[src/rtl/pipelined_chunk_adder_if.sv]
// Handshake bus for pipelined_chunk_adder.
// Request side: in_valid/in_ready with operands x, y, carryin and sub.
// Response side: out_valid/out_ready with result out, carryout and overflow.
// master = producer of operands / consumer of results; slave = the adder.
interface pipelined_chunk_adder_if #(
  parameter int unsigned WIDTH = 16
);
  logic             in_valid;
  logic             in_ready;
  logic [WIDTH-1:0] x;
  logic [WIDTH-1:0] y;
  logic             carryin;
  logic             sub;
  logic             out_valid;
  logic             out_ready;
  logic [WIDTH-1:0] out;
  logic             carryout;
  logic             overflow;

  modport master (
    output in_valid, x, y, carryin, sub, out_ready,
    input  in_ready, out_valid, out, carryout, overflow
  );

  modport slave (
    input  in_valid, x, y, carryin, sub, out_ready,
    output in_ready, out_valid, out, carryout, overflow
  );
endinterface

[src/rtl/pipelined_chunk_adder.sv]
// Pipelined WIDTH-bit add/subtract resolved CHUNK bits per stage.
// Ports:
//   clk    rising-edge clock
//   rst_n  asynchronous active-low reset
//   bus    slave side of pipelined_chunk_adder_if: operands in (valid/ready),
//          out/carryout/overflow back (valid/ready). in_ready is combinational.
// Stage k adds chunk k with the carry registered by stage k-1. Each stage
// register carries one vector: the finished low sum chunks and the not yet
// consumed x chunks in the low WIDTH bits, and the remaining effective-y
// chunks above them, so the word narrows by CHUNK bits per stage.
module pipelined_chunk_adder #(
  parameter int unsigned WIDTH = 16,
  parameter int unsigned CHUNK = 4
) (
  input logic                   clk,
  input logic                   rst_n,
  pipelined_chunk_adder_if.slave bus
);
  localparam int unsigned STAGES = WIDTH / CHUNK;
  localparam int unsigned CW     = CHUNK + 1;

  // Reject widths that cannot be split into whole chunks.
  if (CHUNK == 0 || WIDTH == 0 || (WIDTH % CHUNK) != 0) begin : g_bad_params
    $fatal(1, "pipelined_chunk_adder: WIDTH must be a nonzero multiple of CHUNK");
  end

  logic             stall_c;
  logic             last_load;
  logic             ovf_n;
  logic             ovf_q;
  logic [WIDTH-1:0] eff_y;

  assign eff_y = bus.sub ? ~bus.y : bus.y;

  for (genvar k = 0; k < STAGES; k++) begin : g_st
    localparam int unsigned DWP = WIDTH + (STAGES - k) * CHUNK;
    localparam int unsigned DW  = WIDTH + (STAGES - 1 - k) * CHUNK;

    logic [DWP-1:0]   p;
    logic             cin;
    logic             vin;
    logic [CHUNK:0]   r;
    logic [WIDTH-1:0] low_n;
    logic [DW-1:0]    d_n;
    logic [DW-1:0]    d_q;
    logic             c_q;
    logic             v_q;

    // Stage input: either the bus or the previous stage register.
    if (k == 0) begin : g_head
      assign p   = {eff_y, bus.x};
      assign cin = bus.sub | bus.carryin;
      assign vin = bus.in_valid;
    end else begin : g_body
      assign p   = g_st[k-1].d_q;
      assign cin = g_st[k-1].c_q;
      assign vin = g_st[k-1].v_q;
    end

    // Chunk k of x sits at its natural position; chunk k of eff_y is the
    // lowest chunk above the WIDTH-bit field.
    assign r = CW'(p[k*CHUNK +: CHUNK]) + CW'(p[WIDTH +: CHUNK]) + CW'(cin);

    always_comb begin
      low_n                    = p[WIDTH-1:0];
      low_n[k*CHUNK +: CHUNK]  = r[CHUNK-1:0];
    end

    if (k < STAGES - 1) begin : g_skew
      assign d_n = {p[DWP-1:WIDTH+CHUNK], low_n};
    end else begin : g_tail
      assign d_n       = low_n;
      // Same operand signs and a result sign that differs means overflow.
      assign ovf_n     = (p[k*CHUNK+CHUNK-1] == p[WIDTH+CHUNK-1]) &&
                         (r[CHUNK-1] != p[k*CHUNK+CHUNK-1]);
      assign last_load = vin && !stall_c;
    end

    // Stage register: whole pipeline holds on stall; data loads only with valid.
    always_ff @(posedge clk or negedge rst_n) begin
      if (!rst_n) begin
        v_q <= 1'b0;
        d_q <= '0;
        c_q <= 1'b0;
      end else if (!stall_c) begin
        v_q <= vin;
        if (vin) begin
          d_q <= d_n;
          c_q <= r[CHUNK];
        end
      end
    end
  end

  // Overflow flag registered alongside the final stage.
  always_ff @(posedge clk or negedge rst_n) begin
    if (!rst_n) begin
      ovf_q <= 1'b0;
    end else if (last_load) begin
      ovf_q <= ovf_n;
    end
  end

  assign stall_c      = g_st[STAGES-1].v_q && !bus.out_ready;
  assign bus.in_ready = !stall_c;
  assign bus.out_valid = g_st[STAGES-1].v_q;
  assign bus.out       = g_st[STAGES-1].d_q;
  assign bus.carryout  = g_st[STAGES-1].c_q;
  assign bus.overflow  = ovf_q;
endmodule

[src/flat_wrapper.sv]
// flat-port wrapper written by rule: the top's interface ports become plain ports
module pipelined_chunk_adder_flat 
#(
  parameter int unsigned WIDTH = 16,
  parameter int unsigned CHUNK = 4
)
  (clk, rst_n, bus_in_valid, bus_x, bus_y, bus_carryin, bus_sub, bus_out_ready, bus_in_ready, bus_out_valid, bus_out, bus_carryout, bus_overflow);
  pipelined_chunk_adder_if #(.WIDTH(WIDTH)) bus_i ();
  input logic clk;
  input logic rst_n;
  input wire logic [$bits(bus_i.in_valid)-1:0] bus_in_valid;
  input wire logic [$bits(bus_i.x)-1:0] bus_x;
  input wire logic [$bits(bus_i.y)-1:0] bus_y;
  input wire logic [$bits(bus_i.carryin)-1:0] bus_carryin;
  input wire logic [$bits(bus_i.sub)-1:0] bus_sub;
  input wire logic [$bits(bus_i.out_ready)-1:0] bus_out_ready;
  output wire logic [$bits(bus_i.in_ready)-1:0] bus_in_ready;
  output wire logic [$bits(bus_i.out_valid)-1:0] bus_out_valid;
  output wire logic [$bits(bus_i.out)-1:0] bus_out;
  output wire logic [$bits(bus_i.carryout)-1:0] bus_carryout;
  output wire logic [$bits(bus_i.overflow)-1:0] bus_overflow;
  assign bus_i.in_valid = bus_in_valid;
  assign bus_i.x = bus_x;
  assign bus_i.y = bus_y;
  assign bus_i.carryin = bus_carryin;
  assign bus_i.sub = bus_sub;
  assign bus_i.out_ready = bus_out_ready;
  assign bus_in_ready = bus_i.in_ready;
  assign bus_out_valid = bus_i.out_valid;
  assign bus_out = bus_i.out;
  assign bus_carryout = bus_i.carryout;
  assign bus_overflow = bus_i.overflow;
  pipelined_chunk_adder #(.WIDTH(WIDTH), .CHUNK(CHUNK)) u_core (.clk(clk), .rst_n(rst_n), .bus(bus_i));
endmodule
[config.mk]
export PLATFORM = sky130hd
export DESIGN_NAME = pipelined_chunk_adder_flat
export DESIGN_NICKNAME = d
export VERILOG_FILES = /design/src/rtl/pipelined_chunk_adder_if.sv /design/src/rtl/pipelined_chunk_adder.sv /design/src/flat_wrapper.sv
export SDC_FILE = /design/constraint.sdc
export NUM_CORES = 1
export LEC_CHECK = 0
export ABC_AREA = 1
export BUFFER_PORTS_ARGS = -buffer_cell sky130_fd_sc_hd__buf_2
export CAP_MARGIN = 20
export CELL_PAD_IN_SITES_DETAIL_PLACEMENT = 1
export CELL_PAD_IN_SITES_GLOBAL_PLACEMENT = 1
export CORE_MARGIN = 5
export CORE_UTILIZATION = 44
export CTS_CLUSTER_SIZE = 10
export DETAILED_ROUTE_END_ITERATION = 8
export PLACE_DENSITY = 0.8
export SKIP_LAST_GASP = 1
export SYNTH_ARGS = -nofsm -noshare
export SYNTH_HDL_FRONTEND = slang
export SYNTH_SLANG_ARGS = --single-unit
[constraint.sdc]
create_clock -name clk -period 2.3 [get_ports clk]
set_clock_uncertainty 0.15 [all_clocks]
set_input_delay 0.115 -clock clk [delete_from_list [all_inputs] [get_ports clk]]
set_output_delay 0.115 -clock clk [all_outputs]
set_load 0.05 [all_outputs]
# Yosys cells after proc, flatten, opt, wreduce, memory -nomap -nowiden

Index checks and enable logic that the tools add are counted.

Register bits after elaboration: 97
Logic and storage cells: 36
Input bits: 38
Output and inout bits: 20

Reductions and logical operators: 9
Equality and inequality tests: 2
$add $sub $neg: 8
Bitwise gates (word level): 3
Muxes and demuxes: 1

Operator list:

| cell                 | number |
|---|---|
| adder 4 x 4 -> 5 bit | 4 |
| adder 5 x 1 -> 5 bit | 4 |
| two-way mux 16 bit   | 1 |
| inverter 16 bit      | 1 |
| AND reduction 2 bit  | 4 |
| logical AND 1 bit    | 3 |
| zero test 1 bit      | 2 |
| equality test 1 bit  | 1 |
| != test 1 bit        | 1 |
| inverter 1 bit       | 1 |
| OR 1 bit             | 1 |

# Logic depth before layout (Yosys ltp)

Depth after elaboration: 4
Mapped depth: 9

# Worst setup path after synthesis

OpenSTA, ideal clock, no wires.

Path type: input port to flip-flop
Start: input port bus_sub
End: register u_core.g_st[0].c_q
Arrival time: 1.793 ns
Setup time: 0.121 ns
Required time: 2.029 ns
Path slack: 0.236 ns
Buffers on the path: 2
Stages: 9
Path through: buf_4 buf_6 or2_2 fa_1 fa_1 nand2_1 a21oi_1 nor3_1 nor2_1

Word-level cells in the longest chain between the ends: 3
Elaborated cells between the ends (all ways): 4
Classes of those cells: add/sub: 2; mux: 1; bitwise: 1

RTL lines:

| what                     | line                        | source |
|---|---|---|
| start: declaration       | flat_wrapper.sv:15          | `input wire logic [$bits(bus_i.sub)-1:0] bus_sub;` |
| two-way mux 16 bit       | pipelined_chunk_adder.sv:33 | `assign eff_y = bus.sub ? ~bus.y : bus.y;` |
| adder 4 x 4 -> 5 bit     | pipelined_chunk_adder.sv:62 | `assign r = CW'(p[k*CHUNK +: CHUNK]) + CW'(p[WIDTH +: CHUNK]) + CW'(cin);` |
| adder 5 x 1 -> 5 bit (*) | pipelined_chunk_adder.sv:62 |  |
| end signal: assignment   | pipelined_chunk_adder.sv:89 | `c_q <= r[CHUNK];` |
| end: declaration         | pipelined_chunk_adder.sv:46 | `logic c_q;` |

Mark *: on every way between the ends. The rest lies on a longest branch, timed or not.
A chain may end at the register's enable or synchronous reset.

# Worst setup path after layout

Start: input port bus_x[0]
End: register u_core.g_st[0].c_q

Word-level cells in the longest chain between the ends: 2

RTL lines:

| what                 | line                        | source |
|---|---|---|
| start: declaration   | flat_wrapper.sv:12          | `input wire logic [$bits(bus_i.x)-1:0] bus_x;` |
| adder 4 x 4 -> 5 bit | pipelined_chunk_adder.sv:62 |  |
| adder 5 x 1 -> 5 bit | pipelined_chunk_adder.sv:62 |  |

No other way between the ends.

==> results.yml <==
run_status:
  status: "finished clean"
worst_setup_path:
  crit_top_cell: "fa_1"
  cpMaxStageDelayCell: "dlygate4sd3_1"
  critPathBufInv: 2
  crit_cells: 8
  cp_data_arrival_time_ps: 2000
  ff2ff_path_depth: 6
  end_kind: "register"
  crit_type: "in -> reg"
  cp_slowest_stage_delay_ps: 530
  path_cells: "dlygate4sd3_1 -> buf_2 -> fa_1 -> fa_1 -> nand2_1 -> a21oi_1 -> nor3_1 -> nor2_1"
  crit_path_start_kind: "input port"
  crit_fanout: 2
  crit_required_ps: 2400
  crit_family: "adder cells"
grt:
  first_global_vias: 3415
  grt_overflow: 0
  top_usage_layer: "met2"
  met1_usage: 0.2295
  use_met3: 0.02290
  antenna_found_initial: 0
  grt_pass1_wl_mm: 15.99
  grt_max_degree: 55
  use_met2: 0.2764
  grtUsageTotal: 0.1704
floorplanning:
  dieHeight_um: 109.5
  die_area_um2: 11990
  design.core.area_um2: 9729
  start_util: 0.4477
  io_pins: 58
  rows: 36
  die_w_um: 109.5
sta:
  fin_ws_ps: 399.2
  rsz0062_at_grt: "false"
  tns_ps: 0
  finalCriticalPeriod_ps: 1901
  slew_viol_final: 0
  max_slew.worst_pin.slew_ps: 674.3
  setup_violations: 0
  hold_viol_final: 0
  period_share: 0.8265
  holdWs_ps: 13.13
  fmax_ghz: 0.5261
  relSlewSlack: 0.5505
clocking:
  cts_buffer_depth: 2
  cts_buffers: 9
  clockRootBuffer: "clkbuf_8"
  htreeDepth: 3
  clk_pin_slew_ps: 80
  post_cts_buffers: 0
  cts_sinks: 97
  cts_resized: 0
  clock_latency_ps: 360
  cts_tree: "built"
placed_design:
  place.gp.congestion: 0.8049
  portBuffers: 57
  place_inst: 652
  dpl.hpwl_mm: 6.766
  dpl_worst_slack_ps: 220.5
routing:
  drc: 0
  vias: 3294
  drt_iter0_markers: 145
  wl_per_cell_um: 13.59
  drtAntennaViolNets: 0
  via_per_inst: 4.740
  first_pass_iters: 5
  wl_mm: 9.448
logic_synthesis:
  synth_cell_type_count: 22
  yosys_warnings: 0
  ys_seq_elements: 97
  yosysSeqAreaShare: 0.5573
  yosys.area.top_type_share: 0.5573
  syn_inst: 474
  syn_area_per_cell_um2: 9.189
  synthTopCellsByArea: "dfrtp_1 56%, nand2_1 17%, o21ai_0 5.1%"
  synth_largest_area_cell: "dfrtp_1"
  synth_area_um2: 4355
  synth_nets: 532
worst_hold_path:
  worstHoldPathCells: 4
  min_path_type: "in -> reg"
pwr:
  p_sw_mw: 2.717
  switching_share: 0.4072
  clkPwrFrac: 0.197
  powerDensity_nw_per_um2: 1271
  power_frac_seq: 0.415
  power.share.combinational: 0.388
  ir_drop_uv: 472.9
  p_leak_nw: 2.728
  p_int_mw: 3.954
run:
  drv_cap: 0
final_layout:
  num-nets-final: 615
  final-instance-count-excl-fill: 695
  fin_util: 0.5396
  antenna_cells: 0
  drive_gt1_frac: 0.1584
  area_growth_syn_to_layout_pct: 20.54
  final_cell_mix: "203 x nand2_1, 97 x dfrtp_1, 56 x buf_2"
  mostFrequentLayoutCell: "nand2_1"
[layout make-up]
type                            instances  area (um^2)
Inverter                               32        122.6
Clock inverter                          5        102.6
Tap cell                              133        166.4
Clock buffer                           11        141.4
Fill cell                            1162         4479
Timing Repair Buffer                   90        603.1
Multi-Input combinational cell        327         1687
Sequential cell                        97         2427
[final timing paths]
| check | start | to | slack [ps] |
|---|---|---|---|
| worst max-delay path | bus_x[0] | u_core.g_st[0].c_q | 400 |
| worst min-delay path | bus_x[3] | u_core.g_st[0].c_q | 10 |
| worst max register to register | u_core.g_st[1].c_q | u_core.g_st[2].c_q | 430 |
| worst min register to register | u_core.g_st[1].d_q[23] | u_core.g_st[2].d_q[19] | 330 |
| max in group asynchronous | rst_n | u_core.bus.out[3] | 1140 |
| min in group asynchronous | rst_n | u_core.g_st[2].d_q[7] | 190 |
[registers in the layout, summed over array words and instances, names as in the netlist]
name and cells:
u_core.g_st.d_q 72, u_core.bus.out 16, u_core.bus.carryout 1, u_core.g_st.v_q 3
u_core.bus.overflow 1, u_core.bus.out_valid 1, u_core.g_st.c_q 3
[synthesized netlist by cell type, drive strengths merged]
master / n
nand2: 207
dfrtp: 97
clkbuf: 2
buf: 16
ha: 12
nor3: 2
or2: 1
fa: 8
xnor2: 14
nand3: 18
xor2: 6
inv: 32
nor2: 7
a21oi: 8
o21ai: 44
[repair_timing]
action | in CTS | in global routing
endpoints found under the setup margin | 0 | 0
hold buffers | 27 | 0
endpoints found under the hold margin | 79 | 0
[worst reg2reg max path, stage by stage (launching register included)]
cell and delay (ps):
dfrtp_1 410, fa_1 480, fa_1 420, nand2_1 80, a21oi_1 60, nor3_1 140
nor2_1 50
[per-layer routing]
metal | wire [um] | share of wire
met2 | 4413 | 0.47
met4 | 184 | 0.019
met5 | 0 | 0
met3 | 343 | 0.036
met1 | 4506 | 0.48
[cell families (layout without fill, tap and decap cells)]
kind of cell	after synthesis	count (layout)	synth area share
compound gates	52	52	0.05975
xor+xnor	20	20	0.04022
fa+ha+maj	20	20	0.07124
buf+inv	50	138	0.05544
flops	97	97	0.5573
simple gates	235	235	0.2160
[power by group through the flow]
stage	clock network, mW	registers, mW	logic, mW
detailed placement	0	2.80	2.57
floorplan	0	3.17	1.53
global placement	0	2.77	2.46
global route	1.42	2.85	2.94
CTS	1.35	2.77	2.63
finish	1.31	2.77	2.59
[through the flow]
stage / area (um^2) / power [mW]
after floorplan: 4355 / 4.698
after global placement: 4736 / 5.228
after CTS: 5250 / 6.761
final: 5250 / 6.671
after detailed placement: 4736 / 5.375
after global routing: 5250 / 7.207
Note: power is estimated with default switching activity, not from simulation.
